--- config.mk ---
export PLATFORM = sky130hd
export DESIGN_NAME = capture_sequencer
export DESIGN_NICKNAME = d
export VERILOG_FILES = /design/src/rtl/capture_sequencer_pkg.sv /design/src/rtl/capture_sequencer_sample_divider.sv /design/src/rtl/capture_sequencer.sv
export SDC_FILE = /design/constraint.sdc
export NUM_CORES = 1
export LEC_CHECK = 0
export ABC_AREA = 1
export BUFFER_PORTS_ARGS = -buffer_cell sky130_fd_sc_hd__buf_2
export CAP_MARGIN = 15
export CORE_MARGIN = 4
export CORE_UTILIZATION = 40
export DETAILED_ROUTE_END_ITERATION = 16
export HOLD_SLACK_MARGIN = 0.02
export SLEW_MARGIN = 20
export SYNTH_ARGS = -nofsm -noshare
export SYNTH_HDL_FRONTEND = slang
export SYNTH_SLANG_ARGS = --single-unit
--- constraint.sdc ---
create_clock -name clk -period 1.8 [get_ports clk]
set_input_delay 0.36 -clock clk [delete_from_list [all_inputs] [get_ports clk]]
set_output_delay 0.36 -clock clk [all_outputs]
set_load 0.01 [all_outputs]
--- src/rtl/capture_sequencer_pkg.sv ---
// Shared constants for the logic-analyzer capture sequencer: default sizes and
// the acquisition state encoding used by the sequencer and status readout.
package capture_sequencer_pkg;

  localparam int unsigned WIDTH_DEF  = 8;
  localparam int unsigned ADDR_W_DEF = 10;
  localparam int unsigned DIV_W_DEF  = 16;

  localparam logic [2:0] ST_IDLE = 3'd0;
  localparam logic [2:0] ST_FILL = 3'd1;
  localparam logic [2:0] ST_WAIT = 3'd2;
  localparam logic [2:0] ST_POST = 3'd3;
  localparam logic [2:0] ST_DONE = 3'd4;

  typedef enum logic [2:0] {
    S_IDLE = ST_IDLE,
    S_FILL = ST_FILL,
    S_WAIT = ST_WAIT,
    S_POST = ST_POST,
    S_DONE = ST_DONE
  } state_e;

endpackage

--- src/rtl/capture_sequencer_sample_divider.sv ---
// Sample-rate divider: counts 0..period and flags a tick on the terminal count.
// load latches a new period and restarts; clear restarts without touching it.
module sample_divider
  import capture_sequencer_pkg::*;
#(
  parameter int unsigned DIV_W = DIV_W_DEF
) (
  input  logic             clk,
  input  logic             nreset,
  input  logic             load,
  input  logic             clear,
  input  logic             en,
  input  logic [DIV_W-1:0] div,
  output logic             tick_c
);

  logic [DIV_W-1:0] period;
  logic [DIV_W-1:0] cnt;

  assign tick_c = en && (cnt == period);

  // period shadow and free-running count, restarted on load/clear
  always_ff @(posedge clk) begin
    if (!nreset) begin
      period <= '0;
      cnt    <= '0;
    end else if (clear) begin
      cnt <= '0;
    end else if (load) begin
      period <= div;
      cnt    <= '0;
    end else if (en) begin
      cnt <= tick_c ? '0 : cnt + DIV_W'(1);
    end
  end

endmodule

--- src/rtl/capture_sequencer.sv ---
// Acquisition controller: strobes the capture register, writes samples into a
// ring buffer, evaluates a mask/value trigger and reports the window addresses.
module capture_sequencer
  import capture_sequencer_pkg::*;
#(
  parameter int unsigned WIDTH  = WIDTH_DEF,
  parameter int unsigned ADDR_W = ADDR_W_DEF,
  parameter int unsigned DIV_W  = DIV_W_DEF
) (
  input  logic              clk,
  input  logic              nreset,
  input  logic              arm,
  input  logic              abort,
  input  logic [DIV_W-1:0]  div,
  input  logic [ADDR_W-1:0] pre_count,
  input  logic [ADDR_W-1:0] post_count,
  input  logic [WIDTH-1:0]  trig_mask,
  input  logic [WIDTH-1:0]  trig_value,
  input  logic              trig_edge,
  input  logic [WIDTH-1:0]  probe_in,
  output logic              smp_en,
  output logic              mem_we,
  output logic [ADDR_W-1:0] mem_waddr,
  output logic [WIDTH-1:0]  mem_wdata,
  output logic [ADDR_W-1:0] trig_addr,
  output logic [ADDR_W-1:0] start_addr,
  output logic              busy,
  output logic              done
);

  state_e            state;

  // configuration shadowed at arm so host writes mid-run have no effect
  logic [ADDR_W-1:0] pre_s;
  logic [ADDR_W-1:0] post_s;
  logic [WIDTH-1:0]  mask_s;
  logic [WIDTH-1:0]  value_s;
  logic              edge_s;

  logic [ADDR_W-1:0] wr_ptr;
  logic [ADDR_W-1:0] fill_cnt;
  logic [ADDR_W-1:0] post_cnt;
  logic              prev_match;

  logic              arm_ok_c;
  logic              running_c;
  logic              post_last_c;
  logic              div_en_c;
  logic              tick_c;
  logic              match_c;
  logic              hit_c;

  // arm only from IDLE/DONE, and abort beats a simultaneous arm
  assign arm_ok_c    = arm && !abort && (state == S_IDLE || state == S_DONE);
  assign running_c   = (state == S_FILL) || (state == S_WAIT) || (state == S_POST);
  // the cycle after the final post write: no further tick, leave for DONE
  assign post_last_c = (state == S_POST) && (post_cnt == post_s);
  assign div_en_c    = running_c && !post_last_c;

  assign match_c = ((probe_in ^ value_s) & mask_s) == '0;
  assign hit_c   = edge_s ? (match_c && !prev_match) : match_c;

  assign smp_en = tick_c;

  sample_divider #(
    .DIV_W (DIV_W)
  ) u_div (
    .clk    (clk),
    .nreset (nreset),
    .load   (arm_ok_c),
    .clear  (abort),
    .en     (div_en_c),
    .div    (div),
    .tick_c (tick_c)
  );

  // acquisition state machine, sample writes and trigger bookkeeping
  always_ff @(posedge clk) begin
    if (!nreset) begin
      state      <= S_IDLE;
      pre_s      <= '0;
      post_s     <= '0;
      mask_s     <= '0;
      value_s    <= '0;
      edge_s     <= 1'b0;
      wr_ptr     <= '0;
      fill_cnt   <= '0;
      post_cnt   <= '0;
      prev_match <= 1'b0;
      mem_we     <= 1'b0;
      mem_waddr  <= '0;
      mem_wdata  <= '0;
      trig_addr  <= '0;
      start_addr <= '0;
      busy       <= 1'b0;
      done       <= 1'b0;
    end else begin
      mem_we <= 1'b0;
      if (abort) begin
        state <= S_IDLE;
        busy  <= 1'b0;
        done  <= 1'b0;
      end else if (arm_ok_c) begin
        pre_s      <= pre_count;
        post_s     <= post_count;
        mask_s     <= trig_mask;
        value_s    <= trig_value;
        edge_s     <= trig_edge;
        wr_ptr     <= '0;
        fill_cnt   <= '0;
        post_cnt   <= '0;
        prev_match <= 1'b1;
        busy       <= 1'b1;
        done       <= 1'b0;
        state      <= (pre_count == '0) ? S_WAIT : S_FILL;
      end else begin
        // every tick stores the tick-cycle probe word one cycle later
        if (tick_c) begin
          mem_we    <= 1'b1;
          mem_waddr <= wr_ptr;
          mem_wdata <= probe_in;
          wr_ptr    <= wr_ptr + ADDR_W'(1);
        end
        case (state)
          S_FILL: begin
            if (tick_c) begin
              prev_match <= match_c;
              fill_cnt   <= fill_cnt + ADDR_W'(1);
              if (fill_cnt + ADDR_W'(1) == pre_s) begin
                state <= S_WAIT;
              end
            end
          end
          S_WAIT: begin
            if (tick_c) begin
              prev_match <= match_c;
              if (hit_c) begin
                trig_addr  <= wr_ptr;
                start_addr <= wr_ptr - pre_s;
                if (post_s == '0) begin
                  state <= S_DONE;
                  busy  <= 1'b0;
                  done  <= 1'b1;
                end else begin
                  state <= S_POST;
                end
              end
            end
          end
          S_POST: begin
            if (post_last_c) begin
              state <= S_DONE;
              busy  <= 1'b0;
              done  <= 1'b1;
            end else if (tick_c) begin
              post_cnt <= post_cnt + ADDR_W'(1);
            end
          end
          default: begin
          end
        endcase
      end
    end
  end

endmodule

### After elaboration in Yosys (flattened, before gate mapping)

Index checks and enable logic that the tools add are counted.

* add/sub/neg operators: 5
* equal/unequal tests: 18
* multiplexer cells: 35
* bitwise gates (word level): 5
* reduce and logical (&&, ||, !) cells: 36

Operators by type and width (count)
* $mux W10: 9
* $add A10 B1 Y10 const B: 3
* $mux W3: 7
* $eq A10 B10 Y1: 2
* $logic_not A10 Y1: 2
* $add A16 B1 Y16 const B: 1
* $eq A16 B16 Y1: 1
* $mux W16: 1
* $reduce_and A5 Y1: 3
* $mux W1: 14
* $ne A3 B2 Y1 const B: 4
* $reduce_bool A2 Y1: 5
* $sub A10 B10 Y10: 1
* $pmux W3 S3: 1
* $reduce_and A3 Y1: 3
* $and A8 B8 Y8: 1
* $logic_not A8 Y1: 1
* $xor A8 B8 Y8: 1
* $eq A3 B2 Y1 const B: 2
* $logic_and A1 B1 Y1: 6
* $ne A2 B2 Y1 const B: 3
* $ne A3 B3 Y1 const B: 2
* $reduce_and A6 Y1: 1
* $ne A2 B1 Y1 const B: 2
* other kinds (14): 23

* flip-flop bits (word level): 144
* bits of input ports: 65
* output and inout bits: 42
* logic and storage cells: 118

### Longest topological paths before layout

Gate-level depths: netlist (run 1).

* depth in word-level cells: 9
* gate-level depth with buffers: 16
* mapped depth without buffers: 16

### Modules after synthesis

A second synthesis (run 1) with hierarchy kept.

* cell total of the unflattened synthesis: 1024
* area total of the unflattened synthesis: 7135.6 µm²

By module, submodules not included
* capture_sequencer: instances 1, cells each 766, area each 5454.0 µm²
* sample_divider: instances 1, cells each 258, area each 1681.6 µm²

### Worst setup path after synthesis (run 1)

Ideal clock, no wire load.

* kind: register to register
* start: register wr_ptr[0]
* end: register start_addr[6]
* arrival: 1857 ps
* path slack: -170 ps
* cell stages (with the launch flop): 11
* buffers on the path: 0
* clock period less this slack: 1970 ps
* path through: dfxtp_1 inv_1 ha_1 fa_1 o21ai_0 a21oi_1 nor2_1 nor2_1 xor2_1 nor2_1 nor2_1

* cells in the longest elaborated chain, start to end: 1

Ends and longest elaborated chain
* from (decl): RTL line capture_sequencer.sv:40 `logic [ADDR_W-1:0] wr_ptr;`
* from (signal assigned): RTL line capture_sequencer.sv:122 `wr_ptr <= wr_ptr + ADDR_W'(1);`
* $sub A10 B10 Y10: RTL line capture_sequencer.sv:139 `start_addr <= wr_ptr - pre_s;`
* to (signal assigned): RTL line capture_sequencer.sv:139
* to (decl): RTL line capture_sequencer.sv:26 `output logic [ADDR_W-1:0] start_addr,`

Every way passes these cells.
A chain may end at the register's enable or synchronous reset.

### Worst setup path after layout (run 1)

* start: register u_div.cnt[4]
* end: register start_addr[1]

* cells in the longest elaborated chain, start to end: 3

Ends and longest elaborated chain
* from (decl): RTL line capture_sequencer_sample_divider.sv:18 `logic [DIV_W-1:0] cnt;`
* from (signal assigned): RTL line capture_sequencer_sample_divider.sv:33 `cnt <= tick_c ? '0 : cnt + DIV_W'(1);`
* $eq A16 B16 Y1: RTL line capture_sequencer_sample_divider.sv:20 `assign tick_c = en && (cnt == period);`
* $logic_and A1 B1 Y1: RTL line capture_sequencer_sample_divider.sv:20
* $reduce_and A5 Y1 (no line)

Every way passes these cells.

==> results of run 1 <==
stage by stage:
step	std cells	utilization (%)
2_1_floorplan	1045	-
3_3_place_gp	1467	50.8
3_5_place_dp	1467	50.8
4_1_cts	1516	57.1
5_1_grt	1526	60.7
6_report	1526	60.7
cell families after synthesis:
group                      synth area share, %
AOI/OAI and AO/OA                         13.4
adders and majority gates                 2.53
DFF                                       39.9
and+or+nand+nor                           29.5
buffers and inverters                     8.94
xor gates and xnor gates                  5.77
repair_timing:
item | in CTS | in global routing
endpoints found under the hold margin | 0 | 0
setup buffers | 12 | 11
pin swaps | 30 | 53
gates cloned | 5 | 5
hold buffers | 0 | 0
gates resized for setup | 97 | 142
endpoints found under the setup margin | 79 | 92
sequential cells by signal (all words and copies together) (netlist names):
signal	count
edge_s	1
value_s	8
mask_s	8
mem_waddr	10
done	1
wr_ptr	10
u_div.cnt	16
mem_we	1
busy	1
state	3
trig_addr	10
start_addr	10
pre_s	10
fill_cnt	10
mem_wdata	8
u_div.period	16
post_cnt	10
prev_match	1
post_s	10
power by group through the flow:
stage	registers [mW]	logic, mW	clock network [mW]
6_report	3.40	1.29	3.67
5_1_grt	3.41	1.43	3.87
4_1_cts	3.39	1.20	3.74
3_3_place_gp	3.46	1.09	0
3_5_place_dp	3.46	1.09	0
2_1_floorplan	3.45	0.653	0
path summary, 6_finish.rpt:
check / to / slack [ns] / depth (start not counted)
max: start_addr[1] / -0.33 / 12
min: mask_s[4] / 0.18 / 3
min reg2reg: mem_waddr[7] / 0.47 / 2
max reg2reg: start_addr[1] / -0.33 / 12
cells in the final DEF, fill, tap and decap left out, types with 14 or more instances in the layout:
cell type  netlist  layout
inv_2            8      14
xor2_1          28      28
nand2_1        181     157
nor3_1          22      14
a21oi_2          0      25
nand2_2          4      14
inv_1          104      93
a21oi_1         77      52
buf_4            3     119
nor2_1         194     176
buf_2            6     105
buf_6            7      25
dfxtp_2          0      23
clkbuf_16        0      21
nand3_1         71      50
o21ai_0         91      79
xnor2_1         17      16
nand3_2          0      16
dfxtp_1        144     121
area by class of cell:
| class | count | area [um^2] |
|---|---|---|
| clock buffer | 18 | 429 |
| clock inverter | 14 | 184 |
| fill | 1568 | 6860 |
| inverter | 113 | 455 |
| multi-input combinational | 749 | 4370 |
| sequential | 144 | 2910 |
| tap | 225 | 282 |
| timing repair buffer | 262 | 1970 |
| timing repair inverter | 1 | 11.3 |
per-layer routing:
| metal | vias up | GRT usage (%) | routed length, um |
|---|---|---|---|
| li1 | 3865 | - | - |
| met1 | 3446 | 26.6 | 9720 |
| met2 | 167 | 32.7 | 10100 |
| met3 | 29 | 5.51 | 1120 |
| met4 | 0 | 7.20 | 426 |
| met5 | - | 0 | 0 |
critical path, stage by stage, from the launching register on:
cell	delay, ns
dfxtp_1	0.32
xnor2_1	0.16
nand2_1	0.08
nor2_1	0.10
nand3_1	0.09
nor2_1	0.14
buf_4	0.13
nand2_4	0.05
buf_6	0.11
nor3_4	0.26
buf_6	0.16
nand3b_1	0.21
a21oi_1	0.25
==> results.py, run 1 <==
metrics = {
    "drt": {
        "drtPass1Iterations": 5,
        "drtAntennaViolNets": 0,
        "wl_per_cell_um": 14.0,
        "routed_wl_um": 21400,
        "via_count": 7507,
        "routed_via_density": 4.92,
        "drt-initial-drc-count": 393,
        "drc_errors": 0,
    },
    "clock_network": {
        "clk_pin_slew_worst_paths_ns": 0.06,
        "cts_buffers": 17,
        "h-tree-depth": 4,
        "cts-root-buf": "clkbuf_16",
        "clockBufferDepth": 2,
        "clk_latency_ns": 0.43,
        "cts_tree": "yes",
        "clock-sinks": 144,
    },
    "power_and_ir_drop": {
        "p_int_mw": 6.08,
        "p_leak_nw": 4.66,
        "totalPowerFinal_mw": 8.36,
        "switching_share_pct": 27.3,
        "irDropWorstVdd_uv": 722,
        "p_per_area_nw_per_um2": 788,
        "power.switching_mw": 2.28,
        "seq_power_share_pct": 40.6,
        "clkPwrFrac_pct": 43.9,
        "pwr-share-comb_pct": 15.4,
    },
    "global_route": {
        "grt_max_degree": 96,
        "antenna_found_initial": 0,
        "grt_pass1_vias": 7032,
        "grt_pass1_wl_um": 33500,
        "track_usage_pct": 20.4,
        "overflow": 0,
    },
    "synthesis": {
        "synthTopCellsByArea": "dfxtp_1 40%, nor2_1 10%, nand2_1 9.4%, o21ai_0 6.3%, inv_1 5.4%",
        "yosys.cell_count.top_type": "nor2_1",
        "syn_inst": 1045,
        "yosys.area.top_type": "dfxtp_1",
        "synth-edff-count": 0,
        "ys_types": 41,
        "async_flop_share_pct": 0,
        "synth_warnings": 0,
        "synth_common_cells": "194 x nor2_1, 181 x nand2_1, 144 x dfxtp_1, 104 x inv_1, 91 x o21ai_0",
        "syn_area_um2": 7220,
        "ys.flop_type": "dfxtp_1",
        "synth_seq_cells": 144,
        "syn_avg_cell_area_um2": 6.91,
        "ys_seq_area_share_pct": 39.9,
        "syn_nets": 1124,
        "synth.top_cell.area_share_pct": 39.9,
    },
    "placement": {
        "place_area_um2": 8870,
        "portBuffers": 106,
        "place_ws_ns": -0.279,
        "dp_hpwl_um": 14200,
        "gp_congestion": 0.859,
    },
    "sta": {
        "tightest_slew_ns": 0.518,
        "setup_viol": 88,
        "fin_ws_ns": -0.330,
        "fin_skew_ns": 0.0109,
        "rsz0062_at_grt": "true",
        "maxSlewHeadroom_pct": 65.0,
        "fin_crit_sh_pct": 118,
        "drv_slew": 0,
        "finalHoldViolCount": 0,
        "max_freq_mhz": 469,
        "layout_min_cycle_time_ns": 2.13,
        "hold_ws_ns": 0.180,
        "tns_ns": -20.85,
    },
    "min_path": {
        "hp-start": "trig_mask[4]",
        "holdCritPathClass": "in -> reg",
    },
    "setup_path": {
        "cp_data_required_time_ns": 2.15,
        "cp_max_fo": 4,
        "setup.worst_path.start": "u_div.cnt[4]",
        "worstPathArrival_ns": 2.48,
        "r2r_start": "u_div.cnt[4]",
        "crit_path_start_kind": "register",
        "worstSetupPathType": "reg -> reg",
        "crit_path_end_kind": "register",
    },
    "run": {
        "drv_cap": 0,
    },
    "floorplanning": {
        "boundaryPins": 107,
        "core_area_um2": 17500,
        "die_area_um2": 20300,
        "std_cell_rows": 48,
        "die_w_um": 142,
        "fp.dieH_um": 142,
        "start_util_pct": 41.3,
    },
    "status": {
        "violations": "setup timing",
        "run_status": "complete, but fails checks",
    },
    "cells_and_area": {
        "diodes": 0,
        "area_growth_pct": 47.0,
        "fin_nets": 1367,
        "drive_gt1_share_pct": 36.1,
        "fin_area_um2": 10600,
    },
}
(Power assumes the default switching activity.)
==> run 2: changes to the inputs <==
Settings changed: PLACE_DENSITY_LB_ADDON set to 0.1.
==> results.py, run 2 (same netlist as run 1, synthesis figures left out) <==
metrics = {
    "status": {
        "run_status": "complete, but fails checks",
        "violations": "setup timing",
    },
    "setup_path": {
        "crit_path_end_kind": "output pin",
        "cp_max_fo": 2,
        "cp_top_family": "simple AND/OR/NAND/NOR gates",
        "cpMaxStageDelayCell": "dfxtp_2",
        "regToRegSetupSlack_ns": -0.23,
        "worstSetupPathType": "reg -> out",
        "worstPathArrival_ns": 1.71,
        "cp_data_required_time_ns": 1.44,
        "cpMostUsedCell": "buf_6",
        "crit_chain": "xnor2_1 -> nand2_1 -> nor2_2 -> nand3_2 -> nor2_4 -> nand2_4 -> buf_6 -> inv_4 -> buf_6",
        "crit_path_start_kind": "register",
        "cp_num_buf_inv": 3,
        "max_stage_delay_ns": 0.33,
    },
    "drt": {
        "via_count": 7279,
        "drt-initial-drc-count": 327,
        "drtPass1Iterations": 6,
        "wl_per_cell_um": 13.5,
        "routed_via_density": 4.84,
        "routed_wl_um": 20300,
        "drtAntennaViolNets": 0,
        "drc_errors": 0,
    },
    "floorplanning": {
        "fp.dieH_um": 142,
        "die_area_um2": 20300,
        "core_area_um2": 17500,
        "boundaryPins": 107,
        "die_w_um": 142,
        "std_cell_rows": 48,
        "start_util_pct": 41.3,
    },
    "cells_and_area": {
        "diodes": 0,
        "fin_area_um2": 10200,
        "final_common_cell": "nor2_1",
        "largestRegisters": "u_div.cnt: 16 flops, u_div.period: 16 flops",
        "mostFrequentLayoutCells": "182 x nor2_1, 167 x nand2_1, 126 x dfxtp_1",
        "area_growth_pct": 41.9,
        "fillers": 1646,
        "drive_gt1_share_pct": 34.3,
        "final_util_pct": 58.6,
        "fin_nets": 1348,
    },
    "clock_network": {
        "h-tree-depth": 4,
        "cts_tree": "yes",
        "cts-root-buf": "clkbuf_16",
        "cts_buffers": 17,
        "clk_latency_ns": 0.42,
        "clk_pin_slew_worst_paths_ns": 0.06,
        "clockBufferDepth": 2,
        "clock-sinks": 144,
    },
    "sta": {
        "drv_slew": 0,
        "tightest_slew_ns": 0.573,
        "rsz0062_at_grt": "true",
        "max_freq_mhz": 482,
        "setup_viol": 77,
        "fin_crit_sh_pct": 115,
        "fin_skew_ns": 0.00961,
        "maxSlewHeadroom_pct": 61.7,
        "layout_min_cycle_time_ns": 2.07,
        "finalHoldViolCount": 0,
        "fin_ws_ns": -0.273,
    },
    "run": {
        "drv_cap": 0,
    },
    "placement": {
        "portBuffers": 106,
        "place_area_um2": 8800,
        "place_ws_ns": -0.259,
        "gp_congestion": 0.849,
        "dp_hpwl_um": 14300,
    },
    "power_and_ir_drop": {
        "totalPowerFinal_mw": 8.15,
        "p_per_area_nw_per_um2": 796,
        "irDropWorstVdd_uv": 692,
        "p_leak_nw": 4.55,
    },
    "global_route": {
        "grt_pass1_wl_um": 32100,
        "grt_max_degree": 96,
        "overflow": 0,
        "track_usage_pct": 19.4,
        "antenna_found_initial": 1,
        "grt_pass1_vias": 6702,
    },
    "min_path": {
        "holdCritPathClass": "in -> reg",
    },
}
[run 2: cell count changes in the layout (fill, tap and decap cells not counted), moves of 5 or more]
cell	change
dfxtp_2	-7
nand2_1	+10
o21ai_2	+16
clkinv_4	-5
buf_6	-10
nand3_2	+6
nor2_1	+6
dfxtp_1	+5
nand3_1	-5
nor2_4	-6
o21ai_0	-16
[run 2: per-stage QoR]
stage,cells,hold WS (ns),TNS [ns]
floorplan,1045,0.439,0
global placement,1460,0.431,-5.89
detailed placement,1460,0.430,-7.50
CTS,1498,0.169,-12.04
global route,1505,0.192,-19.31
finish,1505,0.190,-9.17
[run 2: worst paths after layout]
check / from / to / depth (start not counted)
max reg2reg: u_div.period[4] / wr_ptr[8] / 12
max: u_div.period[4] / smp_en / 9
min: trig_mask[0] / mask_s[0] / 3
min reg2reg: start_addr[0] / start_addr[0] / 2
[run 2: layout make-up]
type / instances / area [um^2] / area share [%]
clock buffers: 22 / 484 / 4.73
clock inverters: 8 / 105 / 1.03
inverters: 113 / 455 / 4.45
multi-input cells: 749 / 4290 / 41.8
flip-flops and latches: 144 / 2910 / 28.4
well taps: 225 / 282 / 2.75
repair buffers: 244 / 1720 / 16.8
[run 2: metal layers]
layer  GRT usage (%)  part of all wire [%]  wire length, um  vias up
met5               0                 0.064               13        -
met4            5.45                   1.1              213        2
met3            4.47                   4.1              838       20
met2            31.7                    48             9660      117
met1            25.7                    47             9540     3308
li1                -                     -                -     3832
[run 2: timing repair]
item	in CTS	in global routing
gates resized for setup	68	151
gates cloned	3	1
hold buffers	0	0
setup endpoints to repair	69	91
pin swaps	21	55
buffers inserted	5	6
endpoints found under the hold margin	0	0
[run 2: worst register-to-register path, stage by stage (launching register included)]
cell and delay [ns]:
dfxtp_2 0.33, xnor2_1 0.14, nand2_1 0.10, nor2_2 0.13, nand3_2 0.11, nor2_4 0.15
nand2_4 0.07, buf_6 0.12, nor3_4 0.20, buf_6 0.23, buf_6 0.16, nand3_2 0.08
a21oi_2 0.14
[run 2: report_power, final]
part	internal, mW	switching [mW]	total, mW
clock network	2.18	1.35	3.52
registers	3.31	0.0834	3.40
logic	0.526	0.705	1.23
total	6.02	2.14	8.15
